===== src/rtl/multi_line_input_conditioner.sv =====
// Per-channel input conditioning for asynchronous serial/control lines:
// 2-flop sync, stable-count glitch filter, edge strobes and stretched activity pulses.
module multi_line_input_conditioner #(
    parameter int   CHANNELS    = 4,
    parameter int   FILTER_LEN  = 4,
    parameter int   STRETCH_LEN = 8,
    parameter logic IDLE_LEVEL  = 1'b1
) (
    input  logic                CLK,
    input  logic                RST,
    input  logic [CHANNELS-1:0] TX,
    input  logic [CHANNELS-1:0] EN,
    input  logic                HIGH,
    output logic [CHANNELS-1:0] TX_OUT,
    output logic [CHANNELS-1:0] RISE,
    output logic [CHANNELS-1:0] FALL,
    output logic [CHANNELS-1:0] PULSE
);

    localparam int MAX_LEN = (FILTER_LEN > STRETCH_LEN) ? FILTER_LEN : STRETCH_LEN;
    localparam int CW      = $clog2(MAX_LEN + 1);

    localparam logic [CW-1:0] FILT_LAST    = CW'(FILTER_LEN - 1);
    localparam logic [CW-1:0] STRETCH_LOAD = CW'(STRETCH_LEN);
    localparam logic [CW-1:0] CNT_ONE      = CW'(1);

    generate
        for (genvar gi = 0; gi < CHANNELS; gi++) begin : g_ch
            logic          r_s1;
            logic          r_s2;
            logic          r_stable;
            logic          r_rise;
            logic          r_fall;
            logic          r_pulse;
            logic [CW-1:0] r_filt_cnt;
            logic [CW-1:0] r_str_cnt;
            logic          w_strobe;

            assign w_strobe = r_rise | r_fall;

            always_ff @(posedge CLK or posedge RST) begin
                if (RST) begin
                    r_s1       <= IDLE_LEVEL;
                    r_s2       <= IDLE_LEVEL;
                    r_stable   <= IDLE_LEVEL;
                    r_rise     <= 1'b0;
                    r_fall     <= 1'b0;
                    r_pulse    <= 1'b0;
                    r_filt_cnt <= '0;
                    r_str_cnt  <= '0;
                end else begin
                    r_s1   <= TX[gi];
                    r_s2   <= r_s1;
                    r_rise <= 1'b0;
                    r_fall <= 1'b0;

                    // Disabling or a matching sample discards any pending count.
                    if (!EN[gi] || (r_s2 == r_stable)) begin
                        r_filt_cnt <= '0;
                    end else if (r_filt_cnt == FILT_LAST) begin
                        r_filt_cnt <= '0;
                        r_stable   <= r_s2;
                        r_rise     <= r_s2;
                        r_fall     <= ~r_s2;
                    end else begin
                        r_filt_cnt <= r_filt_cnt + CNT_ONE;
                    end

                    if (w_strobe) begin
                        r_str_cnt <= STRETCH_LOAD;
                        r_pulse   <= 1'b1;
                    end else if (r_str_cnt != '0) begin
                        r_str_cnt <= r_str_cnt - CNT_ONE;
                        r_pulse   <= (r_str_cnt != CNT_ONE);
                    end else begin
                        r_pulse   <= 1'b0;
                    end
                end
            end

            assign TX_OUT[gi] = r_stable ^ ~HIGH;
            assign RISE[gi]   = r_rise;
            assign FALL[gi]   = r_fall;
            assign PULSE[gi]  = r_pulse;
        end
    endgenerate

endmodule


===== config.mk =====
export PLATFORM = sky130hd
export DESIGN_NAME = multi_line_input_conditioner
export DESIGN_NICKNAME = d
export VERILOG_FILES = /design/src/rtl/multi_line_input_conditioner.sv
export SDC_FILE = /design/constraint.sdc
export NUM_CORES = 1
export LEC_CHECK = 0
export ABC_CLOCK_PERIOD_IN_PS = 1900
export BUFFER_PORTS_ARGS = -buffer_cell sky130_fd_sc_hd__buf_2
export CORE_ASPECT_RATIO = 0.75
export CORE_MARGIN = 10
export CORE_UTILIZATION = 40
export CTS_CLUSTER_DIAMETER = 200
export DETAILED_ROUTE_END_ITERATION = 7
export GPL_ROUTABILITY_DRIVEN = 1
export SYNTH_ARGS = -nofsm -noshare
export SYNTH_HDL_FRONTEND = slang
export SYNTH_SLANG_ARGS = --single-unit

===== constraint.sdc =====
create_clock -name CLK -period 1.9 [get_ports CLK]
set_input_delay 0 -clock CLK [delete_from_list [all_inputs] [get_ports CLK]]
set_output_delay 0 -clock CLK [all_outputs]
set_load 0.005 [all_outputs]

; Word-level counts from Yosys, hierarchy flattened
; Index checks and enable logic that the tools add are counted.
[classes]
addsub = 8
multipliers = 0
n_div = 0
order_cmp = 0
eq_ne = 12
n_shift = 0
mux = 40
bitwise_logic = 17
n_reduce_logical = 20
[ops]
columns = cell, count
row1 = $mux 4, 16
row2 = $mux 1, 24
row3 = $add 4x1->4 const B, 4
row4 = $eq 4x2->1 const B, 4
row5 = $ne 4x1->1 const B, 4
row6 = $reduce_bool 4->1, 4
row7 = $sub 4x1->4 const B, 4
row8 = $not 1->1, 9
row9 = $reduce_and 2->1, 4
row10 = $reduce_bool 2->1, 4
row11 = $eq 1x1->1, 4
row12 = $logic_not 1->1, 4
row13 = $logic_or 1x1->1, 4
row14 = $or 1x1->1, 4
row15 = $xor 1x1->1, 4
[word_totals]
reg_bits = 56
latchBits = 0
mem_bits_rw = 0
romBits = 0
output_inout_bits = 16
elab_cells = 129
mem_count = 0

; Logic depth before layout (Yosys ltp)
[logic_depth]
ltp_word = 4
depth_mapped = 5
depth_no_buf = 5

; Worst setup path before layout
; Ideal clock, no wire load.
[synth_timing]
path_kind = register to register
start = register g_ch[1].r_str_cnt[0]
end = register g_ch[1].r_str_cnt[1]
arrival_time_ns = 1.379
setup_slack_ns = 0.410
path_stages_with_launch = 5
path_buffers = 0
path_cell_list = dfrtp_1 inv_1 ha_1 or3b_4 a2111oi_2
[synth_between]
elab_chain_len = 3
word_cells_on_any_way = 5
classes_between = add/sub (1) / mux (2) / reduce/logical (2)
[synth_lines]
columns = item, line_no
row1 = start: declaration, 36  ; logic [CW-1:0] r_str_cnt;
row2 = start signal: assignment, 73  ; r_str_cnt <= r_str_cnt - CNT_ONE;
row3 = $sub 4x1->4, 73
row4 = $mux 4, 72  ; end else if (r_str_cnt != '0) begin
row5 = $mux 4, 69  ; if (w_strobe) begin
; Several ways; a longest one is shown, not always the timed one. The select of a mux whose other input is x is not followed.
; A chain may end at the register's enable or synchronous reset.

; Worst setup path after layout
; Ends and elaborated chain as after synthesis.

==> impl.org <==
** Clocking
- Clock-pin slew on the worst setup and hold paths :: roughly 100 ps
- After clock tree synthesis, the repair step resized 0 gates.
- Largest buffer count on any clock path :: 2
- Counting the buffers created by CTS gives 5.
- TritonCTS built the clock tree.
- In this run the clock root is driven by a sky130_fd_sc_hd__clkbuf_8.
- At the later pin of the worst-skew pair, clock insertion delay measures 300 ps.
- H-tree levels :: 2
- The clock net in this run drives a total of 56 sinks.

** Floorplanning
- Vertical die dimension :: 89.8 um
- In this run the horizontal extent of the chip is 113 um.
- Die Footprint :: 10,200 um^2
- IO Pins :: 27
- Core area :: ~6300 um^2
- Starting density of the core :: 41.2%
- The floorplan has 25 rows.

** STA
- Setup tns final :: 0 ps
- In the finished design, the share of the clock period the worst path needs comes to 85.9%.
- Timing-limited maximum frequency :: 0.613 GHz
- The number of max-slew violations in the final report is 0.
- Setup clock skew after layout :: 5.54 ps
- Worst rel slew slack :: between 60% and 70%
- For the pin with the worst max-slew slack, the measured transition is 518 ps.
- Once routing completed, OpenROAD measured the worst setup slack at roughly 270 ps.
- Time the worst path needs with I/O delays and setup :: 1630 ps
- Final setup violating endpoints :: 0
- Unrepaired setup endpoints after global routing :: no
- The count of final hold-check violations is 0.

** Layout
- Total inserted antenna cells :: 0
- In the layout the commonest cells are sky130_fd_sc_hd__dfrtp_1, sky130_fd_sc_hd__buf_2, sky130_fd_sc_hd__nor2_1.
- Synth-to-layout area growth :: 13.3%
- Fill cells :: 585
- Fraction of layout instances using a drive strength above 1 :: a little under a quarter
- Most common cell after layout, fill and taps aside :: sky130_fd_sc_hd__dfrtp_1
- The final layout contains roughly 280 nets.

** Synth
- Top cells by area in the synthesized netlist :: sky130_fd_sc_hd__dfrtp_1, sky130_fd_sc_hd__dfstp_2, sky130_fd_sc_hd__ha_1
- Synth Area in Compound Gates :: approximately 4.8%
- Post-Synth Adder-Cell Area :: slightly below 8%
- The average instance in the mapped netlist occupies 11.6 um^2.
- Simple-gate portion of the synthesized area :: 19.5%
- Multiplexer cells account for 3.27% of the synthesized area.
- Library cell with the largest summed area after synthesis :: sky130_fd_sc_hd__dfrtp_1
- Summing the areas of all xor and xnor instances in the mapped netlist gives 5.39% of the synthesized area.
- Synthesized instance count :: 225
- After synthesis, the largest area contributor takes up 42.3% of total cell area.
- The cell area that synthesis handed to floorplanning was 2600 um^2.
- Sequential area share after synthesis :: 54.4%
- Synthesis instantiated 29 different standard cells from the library.
- Number of synthesized register bits :: 56
- After synthesis, the largest family of logic cells by area is simple AND/OR/NAND/NOR gates.
- Yosys synthesis warning count :: 0
- When the netlist entered floorplanning its net count stood at 252.

** Global route
- Global routing finished with a remaining overflow of 0.
- The first global-routing pass estimated 7440 um of wire.
- Entering global routing, the biggest net connects 33 pins.
- Antenna violations before repair :: 0
- Total global-route track usage :: between 8 and 9%
- Vias in the first global route :: 1,673

** Worst setup path
- The number of buffers and inverters on the critical path is 1.
- Library cell contributing the largest single delay on the critical path :: sky130_fd_sc_hd__dfrtp_1
- For the worst setup path, the data arrival time is roughly 1800 ps.
- The worst register-to-register path has a depth of 4.
- STA classifies the critical path endpoint as a register.
- Crit-path cells :: inv_1, ha_1, or3b_4, a2111oi_2
- Kind of launch point of the worst setup path :: register
- Data on the critical path is required at its endpoint by 2100 ps.
- On the worst path, the slowest cell contributes a delay of ~440 ps.
- Worst Path Class, Setup :: reg -> reg
- Largest delay contributor family on the critical path :: flip-flops
- Maximum fanout count along the critical path :: 4
- Counting buffers and inverters, the worst setup path is 4 cells deep.

** Pwr
- Power per cell area :: around 1200 nW/um^2
- Leakage component of the power :: 1.36 nW
- Across the VDD grid, the largest voltage drop is 0.501 mV.

** Status
- Outcome :: finished clean

** Detailed routing
- Antenna-violating nets left :: 0
- Number of vias in the routed layout :: between 1,500 and 2,000
- For this run, the detailed router's first-pass iteration total came to 4.
- Dividing the detail-routed wire length by the instance count gives 12.0 um.
- Total detailed-routing wirelength :: approximately 4100 um
- Detailed-route vias per instance :: roughly 4.7
- Drt first-iter violations :: 45
- In the routed design, unresolved DRC markers number 0.

** Run
- Max-cap violations :: 0

** Place
- Worst-case setup slack after placement :: 285 ps
- GP Congestion :: a little under 0.8
- Placed wire-length estimate after detailed placement :: a little over 3000 um
- In this run the tool buffered the top-level ports with 26 buffer cells.

** Worst hold path
- The worst hold path belongs to the class in -> async.
[flip-flops by register name, summed over array words and instances, names as in the netlist]
register,flops
g_ch.r_filt_cnt,16
g_ch.r_str_cnt,16
g_ch.r_fall,4
g_ch.r_pulse,4
g_ch.r_rise,4
g_ch.r_s1,4
g_ch.r_s2,4
g_ch.r_stable,4
[where the power goes]
part	switching (mW)	internal (mW)	total, mW
clock	0.383	0.265	0.648
sequential	0.231	1.47	1.71
combinational	0.509	0.603	1.11
total	1.12	2.34	3.47
[cells in the mapped netlist]
library cell and instances:
sky130_fd_sc_hd__dfrtp_1 44, sky130_fd_sc_hd__nor2_1 18, sky130_fd_sc_hd__ha_1 16, sky130_fd_sc_hd__nand2_1 15, sky130_fd_sc_hd__buf_4 12, sky130_fd_sc_hd__dfstp_2 12
sky130_fd_sc_hd__nor3_1 12, sky130_fd_sc_hd__nor3b_1 11, sky130_fd_sc_hd__inv_1 9, sky130_fd_sc_hd__xnor2_1 8, sky130_fd_sc_hd__xor2_1 8, sky130_fd_sc_hd__nand3b_1 6
sky130_fd_sc_hd__nand2b_1 5, sky130_fd_sc_hd__nand3_1 5, sky130_fd_sc_hd__a21oi_1 4, sky130_fd_sc_hd__and3_1 4, sky130_fd_sc_hd__mux2_2 4, sky130_fd_sc_hd__mux2i_1 4
sky130_fd_sc_hd__nor2b_1 4, sky130_fd_sc_hd__nor4_1 4, sky130_fd_sc_hd__o21ai_0 4, sky130_fd_sc_hd__a2111oi_2 3, sky130_fd_sc_hd__or2b_1 3, sky130_fd_sc_hd__or3b_4 3
sky130_fd_sc_hd__a21boi_0 2, sky130_fd_sc_hd__o21a_1 2, sky130_fd_sc_hd__and4_1 1, sky130_fd_sc_hd__clkbuf_1 1, sky130_fd_sc_hd__o41ai_1 1
[path summary, 6_finish.rpt]
check / slack, ps / from / to
worst max register to register: 270 / g_ch[1].r_str_cnt[0]$_DFFE_PP0P_ / g_ch[1].r_str_cnt[1]$_DFFE_PP0P_
max in group asynchronous: 1020 / RST / g_ch[0].r_stable$_DFFE_PP1P_
worst min-delay path: 270 / RST / g_ch[1].r_filt_cnt[1]$_DFF_PP0_
worst min register to register: 360 / g_ch[1].r_s1$_DFF_PP1_ / g_ch[1].r_s2$_DFF_PP1_
min in group CLK: 340 / TX[0] / g_ch[0].r_s1$_DFF_PP1_
worst max-delay path: 270 / g_ch[1].r_str_cnt[0]$_DFFE_PP0P_ / g_ch[1].r_str_cnt[1]$_DFFE_PP0P_
[what timing repair did]
action,4_1_cts,5_1_grt
endpoints found under the hold margin,26,0
hold buffers,9,0
setup buffers,0,0
[stage by stage]
stage / total power [mW] / hold slack [ps] / instances / area, um^2 / util, %
floorplan: 2.60 / 4.48 / 225 / 2600 / -
global placement: 2.82 / 72.4 / 321 / 2770 / 43.8
detailed placement: 2.84 / 68.6 / 321 / 2770 / 43.8
CTS: 3.52 / 275 / 338 / 2950 / 46.7
global route: 3.77 / 322 / 338 / 2950 / 46.7
finish: 3.47 / 274 / 338 / 2950 / 46.7
[tightest hold or removal path, delay by kind of cell]
kind	cells	cell delay, ps
buffers and inverters	3	1030
[cells by family after synthesis]
family	count (synthesis)
mux	8
flops	56
buf+inv	22
compound gates	16
fa+ha+maj	16
xor+xnor	16
simple gates	91
[routing by layer]
layer / vias to the layer above / track usage (%) / routed length (um) / share of wire [%]
met3: 4 / 3.25 / 190 / 4.7
met1: 736 / 10.9 / 2120 / 52
li1: 815 / - / - / -
met4: 0 / 2.53 / 31 / 0.76
met5: - / 0 / 0 / 0
met2: 22 / 13.0 / 1710 / 42
[cell type report]
type / instances / area (um^2) / share of cell area [%]
sequential: 56 / 1420 / 48.0
multi-input combinational: 147 / 1060 / 35.9
timing repair buffer: 37 / 248 / 8.40
tap: 81 / 101 / 3.44
clock buffer: 5 / 68.8 / 2.33
inverter: 9 / 33.8 / 1.15
clock inverter: 3 / 22.5 / 0.764
Power figures use the tool's default switching activity.
